===== src/rtl/branch_ovf_resolver.sv =====
// ---------------------------------------------------------------------------
// branch_ovf_resolver
// Purpose: resolves bne/blt from the execute-stage comparator flags into a
//          registered PC redirect plus a multi-cycle flush, and turns
//          add/addi/sub overflow into a handshaked $rstatus write request.
//          Execute is stalled while a redirect or exception is in progress.
// Ports:
//   i_clock, i_reset            clock (rising edge), async active-high reset
//   i_ex_valid / o_ex_ready     execute-stage handshake (ready only in IDLE)
//   i_ex_opcode, i_ex_alu_op    instruction decode fields
//   i_ex_target                 precomputed branch target (PC+1+N)
//   i_isNotEqual, i_isLessThan  comparator flags
//   i_overflow                  ALU overflow flag
//   o_redirect_valid/o_redirect_pc  one-cycle fetch redirect and its target
//   o_flush                     squash fetch/decode, FLUSH_CYCLES cycles
//   o_stall                     NOT o_ex_ready
//   o_rstatus_valid/i_rstatus_ready/o_rstatus_data  $rstatus write request
//   o_taken_count               saturating count of taken branches
// ---------------------------------------------------------------------------
module branch_ovf_resolver #(
   parameter int unsigned PC_W         = 32,
   parameter int unsigned FLUSH_CYCLES = 2,
   parameter int unsigned CNT_W        = 16
) (
   input  logic              i_clock,
   input  logic              i_reset,
   input  logic              i_ex_valid,
   output logic              o_ex_ready,
   input  logic [4:0]        i_ex_opcode,
   input  logic [4:0]        i_ex_alu_op,
   input  logic [PC_W-1:0]   i_ex_target,
   input  logic              i_isNotEqual,
   input  logic              i_isLessThan,
   input  logic              i_overflow,
   output logic              o_redirect_valid,
   output logic [PC_W-1:0]   o_redirect_pc,
   output logic              o_flush,
   output logic              o_stall,
   output logic              o_rstatus_valid,
   input  logic              i_rstatus_ready,
   output logic [31:0]       o_rstatus_data,
   output logic [CNT_W-1:0]  o_taken_count
);

   localparam int unsigned FCNT_W   = 4;
   localparam int unsigned CODE_W   = 2;
   localparam logic [FCNT_W-1:0] FLUSH_LOAD = FCNT_W'(FLUSH_CYCLES - 1);

   localparam logic [4:0] OP_RTYPE = 5'b00000;
   localparam logic [4:0] OP_BNE   = 5'b00010;
   localparam logic [4:0] OP_ADDI  = 5'b00101;
   localparam logic [4:0] OP_BLT   = 5'b00110;
   localparam logic [4:0] ALU_ADD  = 5'b00000;
   localparam logic [4:0] ALU_SUB  = 5'b00001;

   typedef enum logic [1:0] {
      S_IDLE     = 2'd0,
      S_FLUSH    = 2'd1,
      S_EXC_WAIT = 2'd2
   } state_t;

   state_t              r_state;
   state_t              w_state_nxt;
   logic [FCNT_W-1:0]   r_flush_cnt;
   logic [FCNT_W-1:0]   w_flush_cnt_nxt;

   logic                r_redirect_valid;
   logic [PC_W-1:0]     r_redirect_pc;
   logic                r_flush;
   logic                r_rstatus_valid;
   logic [CODE_W-1:0]   r_exc_code;
   logic [CNT_W-1:0]    r_taken_count;

   logic                w_redirect_valid_nxt;
   logic [PC_W-1:0]     w_redirect_pc_nxt;
   logic                w_flush_nxt;
   logic                w_rstatus_valid_nxt;
   logic [CODE_W-1:0]   w_exc_code_nxt;
   logic [CNT_W-1:0]    w_taken_count_nxt;

   logic                w_ready;
   logic                w_accept;
   logic                w_taken;
   logic [CODE_W-1:0]   w_code;
   logic                w_exc;

   // Decode of the presented instruction; only meaningful when w_accept.
   always_comb begin
      w_ready  = (r_state == S_IDLE);
      w_accept = i_ex_valid && w_ready;
      w_taken  = ((i_ex_opcode == OP_BNE) && i_isNotEqual) ||
                 ((i_ex_opcode == OP_BLT) && i_isLessThan);
      w_code   = '0;
      if (i_overflow) begin
         if ((i_ex_opcode == OP_RTYPE) && (i_ex_alu_op == ALU_ADD))
            w_code = 2'd1;
         else if (i_ex_opcode == OP_ADDI)
            w_code = 2'd2;
         else if ((i_ex_opcode == OP_RTYPE) && (i_ex_alu_op == ALU_SUB))
            w_code = 2'd3;
      end
      w_exc = (w_code != '0);
   end

   // State register.
   always_ff @(posedge i_clock or posedge i_reset) begin
      if (i_reset) begin
         r_state     <= S_IDLE;
         r_flush_cnt <= '0;
      end else begin
         r_state     <= w_state_nxt;
         r_flush_cnt <= w_flush_cnt_nxt;
      end
   end

   // Next-state logic; the flush counter tracks remaining flush cycles.
   always_comb begin
      w_state_nxt     = r_state;
      w_flush_cnt_nxt = r_flush_cnt;
      case (r_state)
         S_IDLE: begin
            if (w_accept && w_taken) begin
               w_state_nxt     = S_FLUSH;
               w_flush_cnt_nxt = FLUSH_LOAD;
            end else if (w_accept && w_exc) begin
               w_state_nxt = S_EXC_WAIT;
            end
         end
         S_FLUSH: begin
            if (r_flush_cnt == '0)
               w_state_nxt = S_IDLE;
            else
               w_flush_cnt_nxt = r_flush_cnt - FCNT_W'(1);
         end
         S_EXC_WAIT: begin
            if (i_rstatus_ready)
               w_state_nxt = S_IDLE;
         end
         default: w_state_nxt = S_IDLE;
      endcase
   end

   // Next values of the registered outputs.
   always_comb begin
      w_redirect_valid_nxt = w_accept && w_taken;
      w_redirect_pc_nxt    = r_redirect_pc;
      w_exc_code_nxt       = r_exc_code;
      w_taken_count_nxt    = r_taken_count;
      w_flush_nxt          = (w_state_nxt == S_FLUSH);
      w_rstatus_valid_nxt  = (w_state_nxt == S_EXC_WAIT);
      if (w_accept && w_taken) begin
         w_redirect_pc_nxt = i_ex_target;
         if (r_taken_count != '1)
            w_taken_count_nxt = r_taken_count + CNT_W'(1);
      end
      if (w_accept && !w_taken && w_exc)
         w_exc_code_nxt = w_code;
   end

   // Output registers.
   always_ff @(posedge i_clock or posedge i_reset) begin
      if (i_reset) begin
         r_redirect_valid <= 1'b0;
         r_redirect_pc    <= '0;
         r_flush          <= 1'b0;
         r_rstatus_valid  <= 1'b0;
         r_exc_code       <= '0;
         r_taken_count    <= '0;
      end else begin
         r_redirect_valid <= w_redirect_valid_nxt;
         r_redirect_pc    <= w_redirect_pc_nxt;
         r_flush          <= w_flush_nxt;
         r_rstatus_valid  <= w_rstatus_valid_nxt;
         r_exc_code       <= w_exc_code_nxt;
         r_taken_count    <= w_taken_count_nxt;
      end
   end

   // Handshake outputs decode from state only: no path from the flag inputs.
   assign o_ex_ready       = w_ready;
   assign o_stall          = !w_ready;
   assign o_redirect_valid = r_redirect_valid;
   assign o_redirect_pc    = r_redirect_pc;
   assign o_flush          = r_flush;
   assign o_rstatus_valid  = r_rstatus_valid;
   assign o_rstatus_data   = {{(32 - CODE_W){1'b0}}, r_exc_code};
   assign o_taken_count    = r_taken_count;

endmodule


===== config.mk =====
export PLATFORM = sky130hd
export DESIGN_NAME = branch_ovf_resolver
export DESIGN_NICKNAME = d
export VERILOG_FILES = /design/src/rtl/branch_ovf_resolver.sv
export SDC_FILE = /design/constraint.sdc
export NUM_CORES = 1
export LEC_CHECK = 0
export ABC_CLOCK_PERIOD_IN_PS = 2600
export CAP_MARGIN = 0
export CELL_PAD_IN_SITES_DETAIL_PLACEMENT = 0
export CELL_PAD_IN_SITES_GLOBAL_PLACEMENT = 1
export CORE_AREA = 2 2 143 75
export DETAILED_ROUTE_END_ITERATION = 16
export DIE_AREA = 0 0 145 77
export PLACE_DENSITY_LB_ADDON = 0.05
export SYNTH_ARGS = -nofsm -noshare
export SYNTH_HDL_FRONTEND = slang
export SYNTH_SLANG_ARGS = --single-unit
export TNS_END_PERCENT = 5

===== constraint.sdc =====
create_clock -name i_clock -period 2.6 [get_ports i_clock]
set_input_delay 0.52 -clock i_clock [delete_from_list [all_inputs] [get_ports i_clock]]
set_output_delay 0.52 -clock i_clock [all_outputs]
set_load 0.05 [all_outputs]

* After elaboration in Yosys (flattened, before gate mapping)
Index checks and enable logic that the tools add are counted.
** Word-level totals
- Bits of input ports :: 49
- Word-level logic and storage cells :: 53
- Output and inout port bits :: 85
- Bits in registers :: 59
** Cells by class
- Equality and inequality tests :: 11
- Reductions and logical operators :: 20
- Multiplexer cells :: 12
- $add $sub $neg :: 2
** Operators by type and width (count)
- $add A16 B1 Y16 const B :: 1
- $mux W2 :: 8
- $ne A16 B16 Y1 const B :: 1
- $eq A5 B3 Y1 const B :: 2
- $logic_not A5 Y1 :: 2
- $logic_and A1 B1 Y1 :: 9
- $mux W4 :: 2
- $pmux W4 S2 :: 1
- $pmux W2 S3 :: 1
- $eq A5 B1 Y1 const B :: 1
- $eq A5 B2 Y1 const B :: 1
- $eq A2 B1 Y1 const B :: 2
- $eq A2 B2 Y1 const B :: 2
- $logic_not A4 Y1 :: 1
- $ne A2 B2 Y1 const B :: 2
- $reduce_bool A2 Y1 :: 2
- $sub A4 B1 Y4 const B :: 1
- $reduce_and A3 Y1 :: 1
- $logic_not A1 Y1 :: 2
- $logic_not A2 Y1 :: 1
- $reduce_and A2 Y1 :: 1
- $logic_or A1 B1 Y1 :: 1

* Logic depth before layout (Yosys ltp)
Gate-level depths: netlist of the first run.
- Depth in word-level cells :: 12
- Mapped depth :: 7
- Gate-level depth less buffers :: 5

* Least setup slack after synthesis of the first run
OpenSTA, ideal clock, no wires.
- Path kind :: register -> register
- Start :: register r_taken_count[0] (netlist: o_taken_count[0])
- End :: register r_taken_count[14] (netlist: o_taken_count[14])
- Setup time :: 125 ps
- Stages on the path, launching flop included :: 6
- Arrival :: 1968 ps
- Clock period less this slack :: 2093 ps
- Required time :: 2475 ps
- Path buffers :: 0
- Path slack :: 507 ps
- Path through :: dfrtp_1 ha_1 nand3_1 or2_1 nor4_1 mux2_2
** Between the ends
- Longest elaborated chain between the ends :: 2
- Elaborated cells between the ends (all ways) :: 3
- Those cells by class :: 1 x add/sub; 1 x eq/ne; 1 x reduce/logical
** RTL lines
- from (decl) :: RTL line 72 : logic [CNT_W-1:0] r_taken_count;
- from (signal assigned) :: RTL line 175 : r_taken_count <= w_taken_count_nxt;
- parallel branches: the longest is 2 deep, another holds $add A16 B1 Y16
Several ways; the timed one is not identified.
A chain may end at the register's enable or synchronous reset.

* Worst setup path in the final report of the first run
- Start :: register r_state[1]
- End :: output port o_ex_ready
** Between the ends
- Longest elaborated chain between the ends :: 1
** RTL lines
- from (decl) :: RTL line 62 : state_t r_state;
- from (signal assigned) :: RTL line 111 : r_state <= w_state_nxt;
- $logic_not A2 Y1 :: RTL line 89 : w_ready = (r_state == S_IDLE);
- to (decl) :: RTL line 28 : output logic o_ex_ready,
No other way between the ends.

==> results of run 1 <==
kinds of logic after synthesis:
kind of cell    count (synthesis)  synth area share (%)
compound gates                 21                  7.15
xor+xnor                       15                  4.49
fa+ha+maj                       2                 0.856
buf+inv                        47                  10.6
flops                          59                  50.5
mux                             4                  1.67
other cells                     1                 0.128
simple gates                  144                  24.6
Yosys cell counts (2+ instances only):
cell type	number
nand4_2	3
buf_4	30
xnor2_1	5
nand2b_1	2
mux2_2	3
nand3_1	4
nor2_4	2
nor4_2	2
buf_2	5
a2bb2oi_1	3
inv_1	8
buf_6	2
nor2_1	5
a211oi_1	4
o21ai_0	3
dfrtp_1	59
or2_1	2
nand2_1	104
xor2_1	10
or2_2	2
nor2b_1	2
nor3_1	2
nor4_1	3
a2111oi_4	3
clkbuf_1	2
a21oi_1	6
ha_1	2
per-stage QoR:
step	instance area [um2]	total power [mW]	hold WS, ns	std cells	util, %
finish	4270	3.75	0.471	548	43.1
global route	4270	3.96	0.490	548	43.1
CTS	4270	3.81	0.475	548	43.1
detailed placement	4010	2.73	0.462	533	40.4
global placement	4010	2.74	0.457	533	40.4
floorplan	3030	2.25	0.461	322	-
worst max-delay path, delay by kind of cell, from the launching register on:
kind          cells  cell delay [ns]
buf+inv           1             0.85
flops             1             0.47
simple gates      1             0.27
area by class of cell:
type                    count  area, um2
repair buffers            110       1080
inverters                   8       30.0
clock inverters             3       15.0
fillers                   989       5650
flip-flops and latches     59       1480
well taps                 140        175
clock buffers              12        246
multi-input cells         216       1240
layer usage:
layer  up-vias  routed length, um  track usage, %
met5         -                  0               0
met4         0                 53            3.56
met3         7                496            6.19
met2        75               2790            17.9
met1      1044               3760            19.3
li1       1122                  -               -
worst max path at each step:
stage	from	to	slack, ns	depth (start not counted)
floorplan	o_taken_count[0]	o_taken_count[14]	0.51	5
global placement	i_ex_opcode[0]	o_taken_count[15]	0.27	5
detailed placement	i_ex_opcode[0]	o_taken_count[15]	0.26	5
CTS	r_state[1]	o_ex_ready	0.15	2
global route	r_state[1]	o_ex_ready	0.09	2
finish	r_state[1]	o_ex_ready	0.17	2
state kept, by name (all words and copies together) (netlist names):
| register | flops |
|---|---|
| o_redirect_pc | 32 |
| o_taken_count | 16 |
| r_flush_cnt | 4 |
| r_exc_code | 2 |
| r_state | 2 |
| o_flush | 1 |
| o_redirect_valid | 1 |
| o_rstatus_valid | 1 |
where the power goes:
part | switching (mW) | leakage, nW | total (mW) | internal [mW]
sequential | 0.126 | 0.767 | 1.24 | 1.11
combinational | 0.985 | 1.10 | 1.47 | 0.483
clock | 0.387 | 0.132 | 1.05 | 0.659
total | 1.50 | 2.00 | 3.75 | 2.26
==> summary.md, run 1 <==
| Metric | Value |
|---|---|
| Status | finished, final reports clean |
| Setup WS post-layout | 0.167 ns |
| Boundary pin count | 134 |
| Crit path cell chain | nor2_2 > clkdlybuf4s50_1 |
| CP arrival | 1.91 ns |
| Number of port buffers | 103 |
| Fin. max-slew vios | 0 |
| Vias | 2248 |
| CTS tree | yes |
| Total die area | 11200 um2 |
| Fin Setup TNS | 0 ns |
| Period utilization | 93.6% |
| Final Critical Period | 2.43 ns |
| Reg-to-Reg Start | o_taken_count[1] |
| Commonest non-fill, non-tap cell in the layout | nand2_1 |
| Height of the die | 77 um |
| Worst Setup End Kind | primary output |
| Resized cells post-CTS | 0 |
| Die Width | 145 um |
| Worst skew pair latency | 0.32 ns |
| Final nets | 455 |
| R2R depth | 5 |
| RD Place Congestion | 0.761 |
| Count of hold-fix buffers inserted at cts | 0 |
| #FFs+latches synth | 59 |
| CTS root buf | clkbuf_16 |
| Gr usage total | 13.4% |
| Share of the synthesized area in the top cell type | 50.5% |
| Initial antenna violation count | 0 |
| Pre-CTS setup slack | 0.258 ns |
| Final hold vios | 0 |
| ANT cells | 0 |
| F_max | 411 MHz |
| Max_cap viols | 0 |
| CTS max path bufs | 2 |
| Final Skew | 0.00727 ns |
| Largest net degree at the start of global routing | 33 |
| Worst-path clk slew | 0.05 ns |
| Drt total wl | 7.10 mm |
| Critical hold path startpoint | o_redirect_pc[14] |
| Ys flop type | dfrtp_1 |
| Number of CTS-inserted buffers | 9 |
| Layout area overhead | 46.1% |
| Critical path class | flip-flop to primary output |
| Starting DRT DRC Count | 71 |
| Post-Synthesis Cells | 293 |
| Final-report setup violation count | 0 |
| Fraction of layout cells with a size suffix above 1 | 10.3% |
| DR pass1 iterations | 4 |
| Initial Util | 29.5% |
| Post-synthesis cell type count | 42 |
| Total gr overflow | 0 |
| Synth top area cells | dfrtp_1 51%, nand2_1 13%, buf_4 7.7% |
| Slew @ Worst Pin | 0.571 ns |
| Post-DP HPWL | 5.27 mm |
| Clock Sinks | 59 |
| Number of synthesized flops with an enable pin | 0 |
| Vias in the first global route | 2188 |
| Postcts setup bufs | 0 |
| Ys async rst share | 100% |
| Startpoint types | flip-flop |
| Hold Path Cell Cnt | 2 |
| Worst slew margin | 61.9% |
| Avg Cell Area, Syn | 9.98 um2 |
| Synth Cell Area | 2920 um2 |
| DR vias/cell | 4.10 |
| Worst min path class | flip-flop to flip-flop |
| Residual DRC | 0 |
| Unrepaired setup endpoints after global routing | no |
| VDD IR-drop max | 0.336 mV |
| Leading area contributor after synthesis | dfrtp_1 |
| Area of the core | 9920 um2 |
| Crit path largest cell delay | 0.85 ns |
| Pwr Density | 879 nW/um2 |
| Static Leakage | 2.00 nW |
| First-pass GRT wire length | 11.6 mm |
| H-tree lvl count | 3 |
| Yosys warns | 0 |
| R2R Setup Slk | 0.73 ns |
| Per-cell routed wire length | 13.0 um |
| DRT antenna net count | 0 |
| R2r endpoint | o_taken_count[14] |
| CP max-delay cell | clkdlybuf4s50_1 |
| Worst endpoint required time | 2.08 ns |
| Sequential fraction of the synthesis area | 50.5% |
| Commonest cells after routing, fill and taps aside | 104 x nand2_1, 103 x clkdlybuf4s50_1, 59 x dfrtp_1 |
| Crit path max fanout | 7 |
| Worst Hold Endpoint | o_redirect_pc[14] |
| Placement Rows | 26 |
Power figures use the tool's default switching activity.
==> run 2: changes to the inputs <==
- CORE_AREA: 2 2 143 75 -> 4 4 145 77
- DIE_AREA: 0 0 145 77 -> 0 0 149 81
- SETUP_SLACK_MARGIN: unset -> 0.3
==> summary.md, run 2 (synthesis results as in run 1) <==
| Metric | Value |
|---|---|
| Number of CTS-inserted buffers | 9 (unchanged) |
| Design Power | 3.74 mW (-0.28%) |
| Max reg flops | 32 (unchanged) |
| Worst slew margin | 55.5% (-6.4 points) |
| Pwr Density | 878 nW/um2 (-0.10%) |
| Worst min path class | flip-flop to flip-flop |
| R2r endpoint | o_taken_count[14] |
| Unrepaired setup endpoints after global routing | no |
| Clock Sinks | 59 (unchanged) |
| Fin. max-slew vios | 0 (unchanged) |
| Static Leakage | 2.01 nW (+0.26%) |
| DR pass1 iterations | 4 (unchanged) |
| Postcts setup bufs | 0 (unchanged) |
| R2R depth | 5 (unchanged) |
| R2R Setup Slk | 0.59 ns (-0.14 ns) |
| Slew @ Worst Pin | 0.667 ns (+0.0956 ns) |
| Boundary pin count | 134 (unchanged) |
| Number of port buffers | 103 (unchanged) |
| H-tree lvl count | 3 (unchanged) |
| RD Place Congestion | 0.741 (-2.7%) |
| Post-DP HPWL | 5.84 mm (+11%) |
| Crit path largest cell delay | 0.86 ns (about the same) |
| Area of the core | 9950 um2 (+0.33%) |
| Internal | 2.23 mW (-1.1%) |
| Fill cells | 983 (-0.61%) |
| Hold WS | 0.470 ns (-0.000639 ns) |
| Largest net degree at the start of global routing | 31 (-6.1%) |
| Sw frac | 40.4% (+0.48 points) |
| Residual DRC | 0 (unchanged) |
| F_max | 459 MHz (+12%) |
| Worst Setup End Kind | primary output |
| Critical path class | flip-flop to primary output |
| Max_cap viols | 0 (unchanged) |
| Total gr overflow | 0 (unchanged) |
| Die Width | 149 um (+2.8%) |
| CTS root buf | clkbuf_16 |
| CP arrival | 1.66 ns (-0.25 ns) |
| CP top delay family | buffers and inverters |
| First-pass GRT wire length | 12.7 mm (+9.5%) |
| Starting DRT DRC Count | 86 (+21%) |
| Initial antenna violation count | 0 (unchanged) |
| Commonest non-fill, non-tap cell in the layout | nand2_1 |
| Buffers and inverters on the worst path | 1 (unchanged) |
| Status | finished, final reports clean |
| Fin Setup TNS | 0 ns (unchanged) |
| Crit path cell chain | clkdlybuf4s50_1 |
| Clock power share | 27.5% (-0.4 points) |
| Setup crit end | o_taken_count[8] |
| Finished Layout Cells | 547 (-0.18%) |
| Vias | 2282 (+1.5%) |
| Final Skew | 0.00547 ns (-0.00179 ns) |
| Worst-path clk slew | 0.05 ns (about the same) |
| Crit path max fanout | 6 (-1) |
| Reg-to-Reg Start | o_taken_count[0] |
| Commonest cells after routing, fill and taps aside | 104 x nand2_1, 101 x clkdlybuf4s50_1, 59 x dfrtp_1 |
| Period utilization | 83.9% (-9.7 points) |
| ANT cells | 0 (unchanged) |
| VDD IR-drop max | 0.353 mV (+5.0%) |
| Per-cell routed wire length | 14.3 um (+11%) |
| Share of power burned in registers | 33.2% (+0.2 points) |
| Final Critical Period | 2.18 ns (-0.252 ns) |
| CTS tree | yes |
| Fraction of layout cells with a size suffix above 1 | 9.58% (-0.71 points) |
| CTS max path bufs | 2 (unchanged) |
| Vias in the first global route | 2311 (+5.6%) |
| Total die area | 12100 um2 (+8.1%) |
| Final nets | 453 (-0.44%) |
| Inst Count DP | 531 (-0.38%) |
| DRT antenna net count | 0 (unchanged) |
| Count of hold-fix buffers inserted at cts | 0 (unchanged) |
| CP Launch Point | o_taken_count[8] |
| Gr usage total | 13.8% (+0.36 points) |
| Final-report setup violation count | 0 (unchanged) |
| Gate power share | 39.3% (+0.2 points) |
| Instance count on the critical path | 1 (-1) |
| Fin util | 42.8% (-0.22 points) |
| DR vias/cell | 4.17 (+1.7%) |
| Height of the die | 81 um (+5.2%) |
| Worst skew pair latency | 0.32 ns (about the same) |
| Initial Util | 29.4% (-0.096 points) |
| Drt total wl | 7.85 mm (+11%) |
| Final hold vios | 0 (unchanged) |
| Startpoint types | flip-flop |
| Placement Rows | 26 (unchanged) |
| CP max-delay cell | clkdlybuf4s50_1 |
| Layout area overhead | 45.9% |
| Switching power | 1.51 mW (+0.92%) |
| Worst endpoint required time | 2.08 ns (about the same) |
run 2: cell types whose count changed in the layout (fill, tap and decap cells not counted):
| cell | previous run | this run |
|---|---|---|
| buf_12 | 0 | 1 |
| clkbuf_8 | 1 | 0 |
| dlymetal6s2s_1 | 0 | 1 |
| clkbuf_1 | 2 | 4 |
| dlygate4sd2_1 | 0 | 1 |
| buf_4 | 7 | 4 |
| clkdlybuf4s50_1 | 103 | 101 |
run 2: layout make-up:
cell class	count	area (um2)	area share, %
Multi-Input combinational cell	216	1240	29.2
Sequential cell	59	1480	34.6
Inverter	8	30.0	0.704
Timing Repair Buffer	108	1080	25.4
Tap cell	140	175	4.11
Clock inverter	3	15.0	0.352
Clock buffer	13	240	5.63
run 2: per-stage QoR:
| stage | cell area, um2 | setup slack (ns) |
|---|---|---|
| detailed placement | 4010 | 0.165 |
| finish | 4260 | 0.419 |
| global placement | 4010 | 0.194 |
| CTS | 4260 | 0.238 |
| global route | 4260 | 0.348 |
| floorplan | 3030 | 0.507 |
run 2: what timing repair did:
item,4_1_cts,5_1_grt
endpoints found under the setup margin,2,1
cloned,0,0
gates resized for setup,1,1
run 2: how the worst min path moves through the flow:
| stage | cells past startpoint | end | slack, ns | start |
|---|---|---|---|---|
| finish | 2 | o_redirect_pc[24] | 0.47 | o_redirect_pc[24] |
| global route | 2 | o_redirect_pc[8] | 0.50 | o_redirect_pc[8] |
| CTS | 2 | o_redirect_pc[23] | 0.47 | o_redirect_pc[23] |
| detailed placement | 2 | o_redirect_pc[23] | 0.46 | o_redirect_pc[23] |
| global placement | 2 | o_redirect_pc[24] | 0.46 | o_redirect_pc[24] |
| floorplan | 1 | r_flush_cnt[0] | 0.46 | r_flush_cnt[0] |
run 2: routing by layer:
metal | up-vias | GRT usage, % | share of wire (%)
li1 | 1116 | - | -
met1 | 1088 | 19.7 | 51
met2 | 70 | 18.5 | 40
met3 | 8 | 6.19 | 8.0
met4 | 0 | 4.11 | 1.0
met5 | - | 0 | 0
run 2: power groups by stage:
stage / sequential [mW] / combinational [mW] / clock (mW)
CTS: 1.25 / 1.49 / 1.07
finish: 1.24 / 1.47 / 1.03
floorplan: 1.81 / 0.437 / 0
detailed placement: 1.26 / 1.49 / 0
global placement: 1.26 / 1.49 / 0
global route: 1.27 / 1.56 / 1.11
==> run 3: changes to the inputs <==
- ABC_CLOCK_PERIOD_IN_PS: 2600 -> 1800
- CORE_AREA: 4 4 145 77 -> 4 4 153 81
- DIE_AREA: 0 0 149 81 -> 0 0 157 85
- clock period: 2.6 -> 1.8 ns (I/O delays scaled with it)
==> summary.md, run 3 (synthesis results as in run 1) <==
| Metric | Value |
|---|---|
| Crit path max fanout | 3 (-3) |
| Buffers and inverters on the worst path | 4 (+3) |
| Finished Layout Cells | 580 (+6.0%) |
| Initial Util | 26.8% (-2.6 points) |
| Worst-path clk slew | 0.05 ns (about the same) |
| Height of the die | 85 um (+4.9%) |
| Crit path largest cell delay | 0.43 ns (-0.43 ns) |
| DR vias/cell | 4.16 (-0.23%) |
| DRT antenna net count | 0 (unchanged) |
| Post-DP HPWL | 5.49 mm (-6.1%) |
| Total gr overflow | 0 (unchanged) |
| Worst slew margin | 64.9% (+9.4 points) |
| Fin. max-slew vios | 0 (unchanged) |
| Hold WS | 0.472 ns (+0.00203 ns) |
| Area of the core | 10900 um2 (+9.6%) |
| Final Critical Period | 1.67 ns |
| Pre-CTS setup slack | -0.360 ns (-0.526 ns) |
| Pwr Density | 1240 nW/um2 (+41%) |
| Placement Rows | 27 (+3.8%) |
| R2R depth | 7 (+2) |
| Period utilization | 93.0% |
| Worst Setup End Kind | primary output |
| CP arrival | 1.31 ns (-0.35 ns) |
| Starting DRT DRC Count | 83 (-3.5%) |
| Crit path cell chain | buf_4 > nor2_4 > buf_6 > inv_4 > buf_12 |
| Number of port buffers | 103 (unchanged) |
| Clock Sinks | 59 (unchanged) |
| CTS root buf | clkbuf_16 |
| Count of hold-fix buffers inserted at cts | 0 (unchanged) |
| Residual DRC | 0 (unchanged) |
| Status | finished, final reports clean |
| H-tree lvl count | 3 (unchanged) |
| R2r endpoint | o_taken_count[14] |
| RD Place Congestion | 0.745 (+0.65%) |
| DR pass1 iterations | 4 (unchanged) |
| ANT cells | 0 (unchanged) |
| Worst min path class | input port to async pin |
| Unrepaired setup endpoints after global routing | yes |
| CP top delay family | buffers and inverters |
| Vias in the first global route | 2567 (+11%) |
| Boundary pin count | 134 (unchanged) |
| Gr usage total | 12.3% (-1.5 points) |
| Setup WS post-layout | 0.125 ns (-0.294 ns) |
| Design Power | 5.79 mW (+55%) |
| Fraction of layout cells with a size suffix above 1 | 35.9% (+26 points) |
| Max reg flops | 32 (unchanged) |
| Layout area overhead | 59.8% |
| Largest net degree at the start of global routing | 60 (+94%) |
| Drt total wl | 7.73 mm (-1.4%) |
| Worst endpoint required time | 1.44 ns (-0.64 ns) |
| CTS max path bufs | 2 (unchanged) |
| CP max-delay cell | dfrtp_2 |
| Vias | 2414 (+5.8%) |
| Fin Setup TNS | 0 ns (unchanged) |
| Startpoint types | flip-flop |
| Critical path class | flip-flop to primary output |
| First-pass GRT wire length | 13.1 mm (+3.2%) |
| Number of CTS-inserted buffers | 9 (unchanged) |
| Final-report setup violation count | 0 (unchanged) |
| F_max | 597 MHz |
| CP Launch Point | r_state[0] |
| Total die area | 13300 um2 (+11%) |
| Die Width | 157 um (+5.4%) |
| Inst Count DP | 550 (+3.6%) |
| VDD IR-drop max | 0.489 mV (+38%) |
| Per-cell routed wire length | 13.3 um (-7.0%) |
| Max_cap viols | 0 (unchanged) |
| R2R Setup Slk | 0.14 ns (-0.45 ns) |
| Static Leakage | 2.30 nW (+14%) |
| CTS tree | yes |
| Slew @ Worst Pin | 0.525 ns (-0.141 ns) |
| Commonest cells after routing, fill and taps aside | 102 x nand2_1, 74 x buf_4, 42 x dfrtp_1 |
| Reg-to-Reg Start | r_state[0] |
| Final nets | 482 (+6.4%) |
| Initial antenna violation count | 0 (unchanged) |
| Commonest non-fill, non-tap cell in the layout | nand2_1 |
| Final Skew | 0.00499 ns (-0.000487 ns) |
| Worst skew pair latency | 0.32 ns (about the same) |
| Final hold vios | 0 (unchanged) |
-- run 3: per-layer routing --
metal	vias up	wire [um]	track usage, %
met4	0	61	3.31
li1	1178	-	-
met2	87	3690	20.6
met3	5	533	4.43
met5	-	0	0
met1	1144	3450	15.1
-- run 3: worst max path at each step --
stage	slack (ns)	end	cells past startpoint
after detailed placement	-0.36	o_taken_count[15]	6
after floorplan	-0.03	o_taken_count[14]	5
final	0.13	o_stall	5
after CTS	0.09	o_taken_count[15]	4
after global routing	0.05	o_taken_count[4]	7
after global placement	-0.31	o_taken_count[15]	6
-- run 3: layout make-up --
type	count	area, um2
clock buffers	11	243
clock inverters	4	51.3
well taps	145	181
repair buffers	137	1270
multi-input cells	216	1390
inverters	8	40.0
fillers	1072	6240
flip-flops and latches	59	1500
-- run 3: stage by stage --
step                util [%]  area (um2)
floorplan                  -        3120
global placement        37.6        4100
detailed placement      37.6        4100
CTS                     41.7        4550
global route            42.8        4670
finish                  42.8        4670
-- run 3: repair_timing --
item / 4_1_cts / 5_1_grt
buffers inserted: 12 / 2
gates resized for setup: 20 / 17
pin swaps: 8 / 10
endpoints found under the setup margin: 60 / 61
cloned: 0 / 1
-- run 3: power by group --
| part | switching, mW | leakage, nW | internal, mW |
|---|---|---|---|
| registers | 0.192 | 0.744 | 1.62 |
| clock network | 0.591 | 0.142 | 1.10 |
| logic | 1.50 | 1.41 | 0.792 |
-- run 3: tightest hold or removal path: cells and delay by family --
| kind | cells | cell delay [ns] |
|---|---|---|
| buf+inv | 3 | 0.83 |
